[src/rtl/counter_axil_pkg.sv]
// Shared constants, register map and helpers for the counter control/status block.
package counter_axil_pkg;

  localparam int unsigned AXI_DATA_W = 32;
  localparam int unsigned AXI_STRB_W = AXI_DATA_W / 8;
  localparam int unsigned COUNT_W    = 8;

  // Register index taken from byte-address bits [3:2]
  typedef enum logic [1:0] {
    REG_CTRL   = 2'd0,
    REG_STATUS = 2'd1,
    REG_INIT   = 2'd2,
    REG_LOAD   = 2'd3
  } reg_sel_e;

  localparam logic [3:0] OFS_CTRL   = 4'h0;
  localparam logic [3:0] OFS_STATUS = 4'h4;
  localparam logic [3:0] OFS_INIT   = 4'h8;
  localparam logic [3:0] OFS_LOAD   = 4'hC;

  localparam int unsigned CTRL_ENABLE_BIT  = 0;
  localparam int unsigned CTRL_DEC_BIT     = 1;
  localparam int unsigned STATUS_DONE_BIT  = 8;
  localparam int unsigned STATUS_ERROR_BIT = 9;
  localparam int unsigned INIT_WR_BIT      = 0;
  localparam int unsigned INIT_RD_BIT      = 1;

  localparam logic [1:0] RESP_OKAY = 2'b00;

  typedef struct packed {
    logic [AXI_DATA_W-1:0] data;
    logic [AXI_STRB_W-1:0] strb;
  } wr_payload_t;

  function automatic logic [AXI_DATA_W-1:0] strb_merge(
    input logic [AXI_DATA_W-1:0] old_word,
    input logic [AXI_DATA_W-1:0] new_word,
    input logic [AXI_STRB_W-1:0] strb
  );
    logic [AXI_DATA_W-1:0] res;
    res = old_word;
    for (int unsigned i = 0; i < AXI_STRB_W; i++) begin
      if (strb[i]) res[8*i +: 8] = new_word[8*i +: 8];
    end
    return res;
  endfunction

endpackage

[src/rtl/axil_aw_w_join.sv]
// Captures AXI-Lite AW and W independently, emits a joined write with a commit
// strobe, and owns the single-outstanding B handshake.
module axil_aw_w_join
  import counter_axil_pkg::*;
#(
  parameter int unsigned ADDR_W = 4
) (
  input  logic              clk,
  input  logic              rst_n,
  input  logic [ADDR_W-1:0] awaddr,
  input  logic              awvalid,
  output logic              awready,
  input  logic [AXI_DATA_W-1:0] wdata,
  input  logic [AXI_STRB_W-1:0] wstrb,
  input  logic              wvalid,
  output logic              wready,
  output logic              bvalid,
  input  logic              bready,
  output logic              commit_c,
  output logic [ADDR_W-1:0] wr_addr,
  output wr_payload_t       wr_payload
);

  logic        live_q, live_d;
  logic        aw_held_q, aw_held_d;
  logic        w_held_q, w_held_d;
  logic        awready_q, awready_d;
  logic        wready_q, wready_d;
  logic        bvalid_q, bvalid_d;
  logic [ADDR_W-1:0] addr_q, addr_d;
  wr_payload_t payload_q, payload_d;
  logic        aw_hs, w_hs;

  always_comb begin
    live_d    = 1'b1;
    aw_held_d = aw_held_q;
    w_held_d  = w_held_q;
    bvalid_d  = bvalid_q;
    addr_d    = addr_q;
    payload_d = payload_q;

    aw_hs    = awvalid & awready_q;
    w_hs     = wvalid & wready_q;
    commit_c = aw_held_q & w_held_q;

    if (aw_hs) begin
      aw_held_d = 1'b1;
      addr_d    = awaddr;
    end
    if (w_hs) begin
      w_held_d       = 1'b1;
      payload_d.data = wdata;
      payload_d.strb = wstrb;
    end
    if (commit_c) begin
      aw_held_d = 1'b0;
      w_held_d  = 1'b0;
      bvalid_d  = 1'b1;
    end
    if (bvalid_q && bready) bvalid_d = 1'b0;

    // Readys reflect next-cycle state so they stay registered yet drop as soon as a channel is held
    awready_d = live_q & ~aw_held_d & ~bvalid_d;
    wready_d  = live_q & ~w_held_d & ~bvalid_d;
  end

  always_ff @(posedge clk or negedge rst_n) begin
    if (!rst_n) begin
      live_q    <= 1'b0;
      aw_held_q <= 1'b0;
      w_held_q  <= 1'b0;
      awready_q <= 1'b0;
      wready_q  <= 1'b0;
      bvalid_q  <= 1'b0;
      addr_q    <= '0;
      payload_q <= '0;
    end else begin
      live_q    <= live_d;
      aw_held_q <= aw_held_d;
      w_held_q  <= w_held_d;
      awready_q <= awready_d;
      wready_q  <= wready_d;
      bvalid_q  <= bvalid_d;
      addr_q    <= addr_d;
      payload_q <= payload_d;
    end
  end

  assign awready    = awready_q;
  assign wready     = wready_q;
  assign bvalid     = bvalid_q;
  assign wr_addr    = addr_q;
  assign wr_payload = payload_q;

endmodule

[src/rtl/counter_axil_regs.sv]
// AXI4-Lite register block for the counter: CTRL, STATUS (sticky W1C), INIT pulses, LOAD.
module counter_axil_regs
  import counter_axil_pkg::*;
#(
  parameter int unsigned ADDR_W = 4,
  parameter int unsigned DATA_W = 32
) (
  input  logic              aclk,
  input  logic              aresetn,
  input  logic [ADDR_W-1:0] s_axi_awaddr,
  input  logic [2:0]        s_axi_awprot,
  input  logic              s_axi_awvalid,
  output logic              s_axi_awready,
  input  logic [DATA_W-1:0] s_axi_wdata,
  input  logic [3:0]        s_axi_wstrb,
  input  logic              s_axi_wvalid,
  output logic              s_axi_wready,
  output logic [1:0]        s_axi_bresp,
  output logic              s_axi_bvalid,
  input  logic              s_axi_bready,
  input  logic [ADDR_W-1:0] s_axi_araddr,
  input  logic [2:0]        s_axi_arprot,
  input  logic              s_axi_arvalid,
  output logic              s_axi_arready,
  output logic [DATA_W-1:0] s_axi_rdata,
  output logic [1:0]        s_axi_rresp,
  output logic              s_axi_rvalid,
  input  logic              s_axi_rready,
  output logic              ctrl_enable,
  output logic              ctrl_dec,
  output logic [DATA_W-1:0] load_value,
  output logic              init_wr_pulse,
  output logic              init_rd_pulse,
  input  logic [COUNT_W-1:0] count_in,
  input  logic              txn_done_in,
  input  logic              txn_error_in
);

  logic              commit_c;
  logic [ADDR_W-1:0] wr_addr;
  wr_payload_t       wr_payload;
  reg_sel_e          wr_sel;
  reg_sel_e          rd_sel;

  logic              live_q, live_d;
  logic              arready_q, arready_d;
  logic              rvalid_q, rvalid_d;
  logic [DATA_W-1:0] rdata_q, rdata_d;
  logic [DATA_W-1:0] rd_word;
  logic [1:0]        ctrl_q, ctrl_d;
  logic [DATA_W-1:0] load_q, load_d;
  logic              done_q, done_d;
  logic              err_q, err_d;
  logic              wr_pulse_q, wr_pulse_d;
  logic              rd_pulse_q, rd_pulse_d;
  logic              ar_hs;
  logic              unused_c;

  axil_aw_w_join #(.ADDR_W(ADDR_W)) u_join (
    .clk        (aclk),
    .rst_n      (aresetn),
    .awaddr     (s_axi_awaddr),
    .awvalid    (s_axi_awvalid),
    .awready    (s_axi_awready),
    .wdata      (s_axi_wdata),
    .wstrb      (s_axi_wstrb),
    .wvalid     (s_axi_wvalid),
    .wready     (s_axi_wready),
    .bvalid     (s_axi_bvalid),
    .bready     (s_axi_bready),
    .commit_c   (commit_c),
    .wr_addr    (wr_addr),
    .wr_payload (wr_payload)
  );

  // Register file update; hardware set of sticky bits overrides a same-cycle W1C
  always_comb begin
    ctrl_d     = ctrl_q;
    load_d     = load_q;
    done_d     = done_q;
    err_d      = err_q;
    wr_pulse_d = 1'b0;
    rd_pulse_d = 1'b0;
    wr_sel     = reg_sel_e'(wr_addr[3:2]);

    if (commit_c) begin
      case (wr_sel)
        REG_CTRL: begin
          if (wr_payload.strb[0]) ctrl_d = wr_payload.data[1:0];
        end
        REG_STATUS: begin
          if (wr_payload.strb[1] && wr_payload.data[STATUS_DONE_BIT])  done_d = 1'b0;
          if (wr_payload.strb[1] && wr_payload.data[STATUS_ERROR_BIT]) err_d  = 1'b0;
        end
        REG_INIT: begin
          if (wr_payload.strb[0]) begin
            wr_pulse_d = wr_payload.data[INIT_WR_BIT];
            rd_pulse_d = wr_payload.data[INIT_RD_BIT];
          end
        end
        REG_LOAD: begin
          load_d = strb_merge(load_q, wr_payload.data, wr_payload.strb);
        end
      endcase
    end

    if (txn_done_in)  done_d = 1'b1;
    if (txn_error_in) err_d  = 1'b1;
  end

  // Read path: one outstanding read, data snapshotted at the AR handshake
  always_comb begin
    live_d   = 1'b1;
    rvalid_d = rvalid_q;
    rdata_d  = rdata_q;
    rd_word  = '0;
    rd_sel   = reg_sel_e'(s_axi_araddr[3:2]);
    ar_hs    = s_axi_arvalid & arready_q;

    case (rd_sel)
      REG_CTRL: rd_word[1:0] = ctrl_q;
      REG_STATUS: begin
        rd_word[COUNT_W-1:0]      = count_in;
        rd_word[STATUS_DONE_BIT]  = done_q;
        rd_word[STATUS_ERROR_BIT] = err_q;
      end
      REG_INIT: rd_word = '0;
      REG_LOAD: rd_word = load_q;
    endcase

    if (rvalid_q && s_axi_rready) rvalid_d = 1'b0;
    if (ar_hs) begin
      rvalid_d = 1'b1;
      rdata_d  = rd_word;
    end
    arready_d = live_q & ~rvalid_d;
  end

  always_ff @(posedge aclk or negedge aresetn) begin
    if (!aresetn) begin
      live_q     <= 1'b0;
      arready_q  <= 1'b0;
      rvalid_q   <= 1'b0;
      rdata_q    <= '0;
      ctrl_q     <= '0;
      load_q     <= '0;
      done_q     <= 1'b0;
      err_q      <= 1'b0;
      wr_pulse_q <= 1'b0;
      rd_pulse_q <= 1'b0;
    end else begin
      live_q     <= live_d;
      arready_q  <= arready_d;
      rvalid_q   <= rvalid_d;
      rdata_q    <= rdata_d;
      ctrl_q     <= ctrl_d;
      load_q     <= load_d;
      done_q     <= done_d;
      err_q      <= err_d;
      wr_pulse_q <= wr_pulse_d;
      rd_pulse_q <= rd_pulse_d;
    end
  end

  assign s_axi_arready = arready_q;
  assign s_axi_rvalid  = rvalid_q;
  assign s_axi_rdata   = rdata_q;
  assign s_axi_rresp   = RESP_OKAY;
  assign s_axi_bresp   = RESP_OKAY;
  assign ctrl_enable   = ctrl_q[CTRL_ENABLE_BIT];
  assign ctrl_dec      = ctrl_q[CTRL_DEC_BIT];
  assign load_value    = load_q;
  assign init_wr_pulse = wr_pulse_q;
  assign init_rd_pulse = rd_pulse_q;

  assign unused_c = ^{s_axi_awprot, s_axi_arprot, s_axi_araddr[1:0], wr_addr[1:0]};

endmodule

[config.mk]
export PLATFORM = sky130hd
export DESIGN_NAME = counter_axil_regs
export DESIGN_NICKNAME = d
export VERILOG_FILES = /design/src/rtl/counter_axil_pkg.sv /design/src/rtl/axil_aw_w_join.sv /design/src/rtl/counter_axil_regs.sv
export SDC_FILE = /design/constraint.sdc
export NUM_CORES = 1
export LEC_CHECK = 0
export BUFFER_PORTS_ARGS = -buffer_cell sky130_fd_sc_hd__buf_2
export CORE_AREA = 2 2 107 109
export CTS_BUF_LIST = sky130_fd_sc_hd__clkbuf_4 sky130_fd_sc_hd__clkbuf_8 sky130_fd_sc_hd__clkbuf_16
export DETAILED_ROUTE_END_ITERATION = 10
export DIE_AREA = 0 0 109 111
export GPL_TIMING_DRIVEN = 0
export PLACE_DENSITY_LB_ADDON = 0.25
export SETUP_SLACK_MARGIN = 0.1
export SYNTH_ARGS = -nofsm -noshare
export SYNTH_HDL_FRONTEND = slang
export SYNTH_SLANG_ARGS = --single-unit
[constraint.sdc]
create_clock -name aclk -period 1.2 [get_ports aclk]
set_input_delay 0.12 -clock aclk [delete_from_list [all_inputs] [get_ports aclk]]
set_output_delay 0.12 -clock aclk [all_outputs]
set_load 0.05 [all_outputs]
# --- Word level (Yosys, flattened, before mapping) ---
# Cells that the tools add are included.
classes:
  n_mul: 0
  shift: 0
  n_reduce_logical: 19
  div_mod_pow: 0
  addsub: 0
  mux: 25
  n_bitwise: 13
  eq_ne: 6
  order_cmp: 0
op_table:
  columns: ["operator", "n"]
  rows:
  - ["two-way mux 1 bit", 22]
  - ["two-way mux 22 bit", 1]
  - ["AND reduction 3 bit", 7]
  - ["case mux 8 bit (2 select lines)", 1]
  - ["nonzero test 2 bit", 6]
  - ["AND 1 bit", 9]
  - ["== test 2 bit (second input constant)", 4]
  - ["case mux 2 bit (4 select lines)", 1]
  - ["== test 2 x 1 -> 1 bit (second input constant)", 2]
  - ["logical AND 1 bit", 4]
  - ["zero test 2 bit", 2]
  - ["inverter 1 bit", 4]
word_totals:
  mem_bits_rw: 0
  latchBits: 0
  n_memories: 0
  mem_bits_ro: 0
  inputBits: 67
  regBits: 118
  elab_cells: 84
  output_inout_bits: 77

# --- Depth between registers and ports, before layout ---
# Gate-level depths: netlist (run 1).
logic_depth:
  ltp_word: 6
  depth_mapped: 5
  mapped_depth_nobuf: 3

# --- By module ---
# Synthesis (run 1) repeated with hierarchy kept, for this count alone.
hier_totals:
  hier_cells: 304
  hier_area_um2: 4699.5
by_module_without_submodules:
  columns: ["module", "cells_per_inst", "area_per_inst_um2", "seq_area_each_um2", "n_inst"]
  rows:
  - ["counter_axil_regs", 199, 2910.3, 1826.8, 1]
  - ["axil_aw_w_join", 105, 1789.2, 1151.1, 1]

# --- Worst setup path before layout (run 1) ---
# OpenSTA, ideal clock, no wires.
synth_path:
  path_kind: "register to register"
  from: "register u_join.wready_q, in the netlist u_join.wready"
  to: "register u_join.payload_q (netlist bit u_join.wr_payload[10])"
  path_stages_with_launch: 4
  setup_ps: 125
  t_arrival_ps: 1451
  slack_ps: -376
  n_path_buf: 1
  required_ps: 1075
  synth_period_minus_slack_ps: 1576
  cell_sequence: "dfrtp_1 -> nand2_1 -> buf_2 -> mux2_2"
synth_via:
  elab_chain_len: 1
synth_lines:
  columns: ["element", "line", "rtl"]
  rows:
  - ["start: declaration", "axil_aw_w_join.sv:28", "logic wready_q, wready_d;"]
  - ["start signal: assignment", "axil_aw_w_join.sv:82", "wready_q <= wready_d;"]
  - ["AND 1 bit", "axil_aw_w_join.sv:43", "w_hs = wvalid & wready_q;"]
  - ["end signal: assignment", "axil_aw_w_join.sv:85", "payload_q <= payload_d;"]
  - ["end: declaration", "axil_aw_w_join.sv:31", "wr_payload_t payload_q, payload_d;"]
# Every way passes these cells.
# A chain may end at the register's enable or synchronous reset.

# --- Final worst setup path (run 1) ---
layout_path:
  from: "register u_join.addr_q[2], in the netlist u_join.wr_addr[2]"
  to: "register load_q[8], in the netlist load_value[8]"
layout_via:
  elab_chain_len: 2
layout_lines:
  columns: ["element", "line", "rtl"]
  rows:
  - ["start: declaration", "axil_aw_w_join.sv:30", "logic [ADDR_W-1:0] addr_q, addr_d;"]
  - ["start signal: assignment", "axil_aw_w_join.sv:84", "addr_q <= addr_d;"]
  - ["== test 2 bit", "counter_axil_regs.sv:87", "case (wr_sel)"]
  - ["AND reduction 3 bit (no line)", null, null]
  - ["end signal: assignment", "counter_axil_regs.sv:157", "load_q <= load_d;"]
  - ["end: declaration", "counter_axil_regs.sv:51", "logic [DATA_W-1:0] load_q, load_d;"]
# Every way passes these cells.

==> metrics.txt, run 1 <==
H-tree depth 4; DIE AREA 12100 µm²; Post-Layout Cell Count 704; synthesized area 4590 µm²; first-iteration detailed-routing DRC count 145; endpoints failing setup 40; Max IR drop VDD 1.71 mV; Port Buffer Count 128; final WL 12.0 mm; All-Layer GR Usage 20.1%; crit path launch u_join.wr_addr[2]$_DFFE_PN0P_; failing checks setup timing; Comb power frac 45.7%; pwr dens 2730 nW/µm²; Synth cell types 24; Top FF cell, synth dfrtp_1; core area 11100 µm²; accumulated negative setup slack -2.90 ns; register area share after synthesis 63.2%; Psw 7.69 mW; flops & latches, synth 116; routed len/inst 17.1 µm; sw frac 36.2%; CP max-delay cell dfrtp_1; vias in the first global route 3614; final worst slack -0.103 ns; number of synthesized flops with an enable pin 0; status complete, but fails checks; Die X 109 µm; synth warn 0; HP Start count_in[3]; fin nets 615; clock share of power 23.0%; power consumption 21.3 mW; io pins 144; worst path required time 1.48 ns; CTS sink cnt 116; fin crit period 1.30 ns; hpwl dp 6.63 mm; Post-Syn Instances 292; period utilisation layout 109%; HP Class in2reg; CTS tree done; Synth async-reset ratio 100%; initial core utilization 41.4%; peak fanout along the critical path 8; RSZ-0062 raised after global routing yes; Mean Syn Cell Area 15.7 µm²; cts bufs inserted 17; drt pass-1 iters 4; CTS max path bufs 2; grt total ovfl 0; DRC 0; worst skew pair latency 0.40 ns; post-route clock skew 0.00855 ns; WHS 0.0181 ns; chip height 111 µm; pre-CTS setup slack -0.192 ns; Reg clk slew, reported paths 0.06 ns; maxcap violations 0; synth top area cells dfrtp_1 63%, mux2_4 10%, mux2_2 10%, a22o_1 4.2%, mux2i_1 2.6%; setup slack, reg-to-reg -0.10 ns; vias per std cell 4.79; Yosys top cell area share 63.2%; Startpoint Class register; worst stage delay on the critical path 0.36 ns; post-route ant nets 0; # diodes 0; Final Hold Fails 0; delay-heaviest family, CP flip-flops; Vias 3369; initial antenna violation count 0; pin count of the biggest net entering global routing 97; Synth top cells by count 116 x dfrtp_1, 42 x mux2_2, 32 x mux2_4; Area growth, synth to finish 69.7%; leakage 4.02 nW; fmax 768 MHz; crit end category register; share of cells above drive strength 1 59.7%; first-pass GRT wire length 18.4 mm; fillcell total 744; arrival time at the worst endpoint 1.58 ns; Flop pwr share 31.3%; count leader, synth dfrtp_1; Routability Congestion 0.724; placed cells 567; WP buf/inv 1; max-slew violation count 0; WS Path Type reg2reg; RR Startpoint u_join.wr_addr[2]$_DFFE_PN0P_; Clock Tree Root clkbuf_16; Rows 39; CP cell instances and4_4, buf_12, nand2_8, mux2_4; leading area contributor after synthesis dfrtp_1; internal power 13.6 mW
[layout make-up]
class / instances / area (µm²) / share of cell area (%)
clock buffers: 22 / 469 / 6.03
multi-input cells: 163 / 1820 / 23.4
flip-flops and latches: 116 / 2910 / 37.4
plain buffers: 15 / 188 / 2.41
repair buffers: 233 / 2100 / 27.0
well taps: 143 / 179 / 2.30
clock inverters: 10 / 109 / 1.40
inverters: 2 / 7.51 / 0.0964
[routing by layer]
layer | share of wire, % | vias up | global-route usage [%]
met2 | 53 | 92 | 34.5
met4 | 1.5 | 0 | 6.41
met3 | 3.7 | 14 | 5.58
met1 | 42 | 1702 | 24.2
met5 | 0 | - | 0
li1 | - | 1561 | -
[cell usage in the layout, fill, tap and decap left out, types with 3 or more instances in the layout]
cell type	Yosys	routed
dfrtp_2	0	8
a22o_1	22	22
buf_4	4	59
clkbuf_4	0	4
buf_6	0	71
buf_12	1	5
mux2_4	32	70
clkbuf_8	0	3
mux2_2	42	4
dlygate4sd3_1	0	42
clkinv_2	0	5
clkbuf_16	0	18
o21ai_0	12	11
dfrtp_1	116	108
buf_8	0	11
conb_1	2	5
nor2_1	5	4
nand2_1	13	10
nand2_8	4	5
buf_2	8	56
mux2i_1	12	11
[registers in the layout, summed over array words and instances (netlist names), 2 cells and up]
register and flops:
s_axi_rdata 32, load_value 32, u_join.wr_addr 2, ctrl_q 2, u_join.wr_payload 36
[worst min-delay path, delay by kind of cell]
family | cells | cell delay [ns]
compound gates | 1 | 0.13
buf+inv | 1 | 0.08
mux | 1 | 0.05
[worst paths after layout]
| kind | to | cells after the start |
|---|---|---|
| worst max register to register | load_value[8]$_DFFE_PN0P_ | 4 |
| worst max-delay path | load_value[8]$_DFFE_PN0P_ | 4 |
| worst min register to register | err_q$_DFFE_PN0P_ | 1 |
| max in group asynchronous | s_axi_rdata[4]$_DFFE_PN0P_ | 3 |
| worst min-delay path | s_axi_rdata[3]$_DFFE_PN0P_ | 3 |
| min in group asynchronous | u_join.live_q$_DFF_PN0_ | 2 |
[through the flow]
| stage | instance area (µm²) | util (%) |
|---|---|---|
| final | 7790 | 70.3 |
| after global routing | 7790 | 70.3 |
| after CTS | 7470 | 67.5 |
| after detailed placement | 5540 | 50.0 |
| after global placement | 5510 | 49.7 |
| after floorplan | 4690 | - |
[power groups by stage]
stage	registers [mW]	clock network, mW	logic [mW]
2_1_floorplan	9.16	0	2.22
3_3_place_gp	6.54	0	6.25
3_5_place_dp	6.62	0	6.34
4_1_cts	6.60	4.96	9.08
5_1_grt	6.83	5.16	10.2
6_report	6.66	4.89	9.71
[repair_timing]
item / CTS / global route
hold buffers: 42 / 0
setup buffers: 39 / 22
setup endpoints to repair: 137 / 154
cloned: 2 / 2
endpoints found under the hold margin: 157 / 0
pin swaps: 5 / 7
resized for setup: 175 / 42
[kinds of logic (layout without fill, tap and decap cells)]
| group | after synthesis | after routing | share of synthesized area, % |
|---|---|---|---|
| AO/OA/AOI/OAI | 37 | 37 | 6.00 |
| buffers and inverters | 17 | 282 | 2.29 |
| flip-flops | 116 | 116 | 63.2 |
| multiplexers | 86 | 86 | 23.4 |
| other | 2 | 5 | 0.164 |
| AND/OR/NAND/NOR | 34 | 35 | 4.91 |
Note: power is estimated with default switching activity, not from simulation.
==> run 2, diff against run 1 <==
--- a/config.mk
+++ b/config.mk
@@ -6,10 +6,10 @@
 export NUM_CORES = 1
 export LEC_CHECK = 0
 export BUFFER_PORTS_ARGS = -buffer_cell sky130_fd_sc_hd__buf_2
-export CORE_AREA = 2 2 107 109
+export CORE_AREA = 2 2 123 95
 export CTS_BUF_LIST = sky130_fd_sc_hd__clkbuf_4 sky130_fd_sc_hd__clkbuf_8 sky130_fd_sc_hd__clkbuf_16
 export DETAILED_ROUTE_END_ITERATION = 10
-export DIE_AREA = 0 0 109 111
+export DIE_AREA = 0 0 125 97
 export GPL_TIMING_DRIVEN = 0
 export PLACE_DENSITY_LB_ADDON = 0.25
 export SETUP_SLACK_MARGIN = 0.1
==> metrics.txt, run 2 (synthesis gave the netlist of run 1 again) <==
status complete, but fails checks (unchanged); failing checks hold timing, setup timing (was setup timing); R2R depth 4 (unchanged); max-slew violation count 0 (unchanged); core area 10800 µm² (was 11100 µm²); chip height 97 µm (was 111 µm); drt pass-1 iters 4 (unchanged); Hold Crit Endpoint s_axi_rdata[4]$_DFFE_PN0P_ (was s_axi_rdata[3]$_DFFE_PN0P_); DIE AREA 12100 µm² (about the same); Reg-to-Reg End load_value[11]$_DFFE_PN0P_ (was load_value[8]$_DFFE_PN0P_); Die X 125 µm (was 109 µm); RSZ-0062 raised after global routing yes (unchanged); Rows 33 (was 39); Psw 8.00 mW (was 7.69 mW); internal power 14.5 mW (was 13.6 mW); arrival time at the worst endpoint 1.60 ns (was 1.58 ns); Startpoint Class register (unchanged); HP Class in2reg (unchanged); Clock Tree Root clkbuf_16 (unchanged); hpwl dp 7.13 mm (was 6.63 mm); RR Startpoint u_join.wr_addr[3]$_DFFE_PN0P_ (was u_join.wr_addr[2]$_DFFE_PN0P_); worst skew pair latency 0.41 ns (was 0.40 ns); period utilisation layout 110% (was 109%); All-Layer GR Usage 21.5% (was 20.1%); Port Buffer Count 128 (unchanged); endpoints failing setup 50 (was 40); first-iteration detailed-routing DRC count 135 (was 145); fin crit period 1.32 ns (was 1.30 ns); initial core utilization 42.4% (was 41.4%); commonest cells after routing, fill and taps aside 107 x dfrtp_1, 81 x buf_6, 72 x mux2_4, 62 x buf_4, 56 x buf_2 (was 108 x dfrtp_1, 71 x buf_6, 70 x mux2_4, 59 x buf_4, 56 x buf_2); fin nets 629 (was 615); pwr dens 2770 nW/µm² (was 2730 nW/µm²); initial antenna violation count 0 (unchanged); cts bufs inserted 17 (unchanged); Routability Congestion 0.740 (was 0.724); post-route clock skew 0.00734 ns (was 0.00855 ns); slew of the pin with the lowest slew margin 0.500 ns; routed len/inst 18.3 µm (was 17.1 µm); worst path required time 1.49 ns (was 1.48 ns); HP Start count_in[4] (was count_in[3]); clock share of power 25.1% (was 23.0%); WHS -0.00546 ns (was 0.0181 ns); DRC 0 (unchanged); Comb power frac 44.9% (was 45.7%); maxcap violations 0 (unchanged); H-tree depth 4 (unchanged); post-route ant nets 0 (unchanged); pin count of the biggest net entering global routing 67 (was 97); Worst Hold Path Cells 3 (unchanged); setup slack, reg-to-reg -0.12 ns (was -0.10 ns); crit end category register (unchanged); CTS sink cnt 116 (unchanged); sw frac 35.6% (was 36.2%); Max-slew headroom 66.7%; most common cell after layout, fill and taps aside dfrtp_1 (unchanged); Area growth, synth to finish 76.5% (was 69.7%); Flop pwr share 30.0% (was 31.3%); Max IR drop VDD 1.93 mV (was 1.71 mV); Reg clk slew, reported paths 0.06 ns (about the same); peak fanout along the critical path 8 (unchanged); CTS tree done (unchanged); Largest register FFs 36 (unchanged); grt total ovfl 0 (unchanged); vias in the first global route 3737 (was 3614); final worst slack -0.118 ns (was -0.103 ns); leakage 4.18 nW (was 4.02 nW); final WL 13.1 mm (was 12.0 mm); vias per std cell 4.86 (was 4.79); io pins 144 (unchanged); CTS max path bufs 2 (unchanged); Final Hold Fails 1 (was 0); share of cells above drive strength 1 62.8% (was 59.7%); fmax 759 MHz (was 768 MHz); # diodes 0 (unchanged); WS Path Type reg2reg (unchanged); accumulated negative setup slack -3.39 ns (was -2.90 ns); first-pass GRT wire length 20.2 mm (was 18.4 mm); Vias 3477 (was 3369)
-- run 2: layer usage --
layer | vias to the layer above | GRT usage [%] | routed length [µm]
met5 | - | 0 | 0
li1 | 1588 | - | -
met4 | 0 | 7.95 | 142
met3 | 16 | 4.92 | 568
met2 | 97 | 33.8 | 6390
met1 | 1776 | 29.2 | 5950
-- run 2: area by class of cell --
class                           count  area (µm²)
Clock buffer                       20         460
Multi-Input combinational cell    163        1870
Clock inverter                     12         201
Buffer                             12         136
Sequential cell                   116        2910
Fill cell                         674        2720
Tap cell                          140         175
Timing Repair Buffer              250        2330
Inverter                            2        7.51
-- run 2: metrics by stage --
stage / instances / worst slack, ns / instance area (µm²) / power (mW) / utilization [%]
2_1_floorplan: 295 / -0.0926 / 4690 / 11.4 / -
3_3_place_gp: 563 / -1.56 / 5510 / 12.8 / 50.9
3_5_place_dp: 564 / -0.228 / 5540 / 13.0 / 51.2
4_1_cts: 684 / -0.117 / 7730 / 21.8 / 71.4
5_1_grt: 715 / -0.142 / 8100 / 23.4 / 74.9
6_report: 715 / -0.118 / 8100 / 22.5 / 74.9
-- run 2: timing repair --
action                                  4_1_cts  5_1_grt
resized for setup                           205       52
buffers inserted                             42       33
hold buffers                                 42        0
endpoints found under the setup margin      140      171
pin swaps                                    13       18
gates cloned                                  4        3
hold endpoints to repair                     91        0
-- run 2: how the worst max path moves through the flow --
stage,from,end
after floorplan,u_join.w_held_q$_DFF_PN0_,load_value[10]$_DFFE_PN0P_
after global placement,aresetn,u_join.wready$_DFF_PN0_
after detailed placement,u_join.wr_addr[2]$_DFFE_PN0P_,load_value[11]$_DFFE_PN0P_
after CTS,u_join.wr_addr[2]$_DFFE_PN0P_,load_value[11]$_DFFE_PN0P_
after global routing,u_join.wr_addr[2]$_DFFE_PN0P_,load_value[28]$_DFFE_PN0P_
final,u_join.wr_addr[3]$_DFFE_PN0P_,load_value[11]$_DFFE_PN0P_
-- run 2: power groups by stage --
stage                     Sequential, mW  Combinational [mW]  Clock [mW]
after floorplan                     9.16                2.22           0
after global placement              6.55                6.26           0
after detailed placement            6.66                6.37           0
after CTS                           6.65                9.49        5.70
after global routing                6.91                10.5        5.91
final                               6.73                10.1        5.64
-- run 2: worst max-delay path, cell delays in order, from the launching register on --
cell and delay [ns]:
dfrtp_1 0.38, and4_4 0.23, buf_12 0.15, nand2_8 0.10, mux2_4 0.33
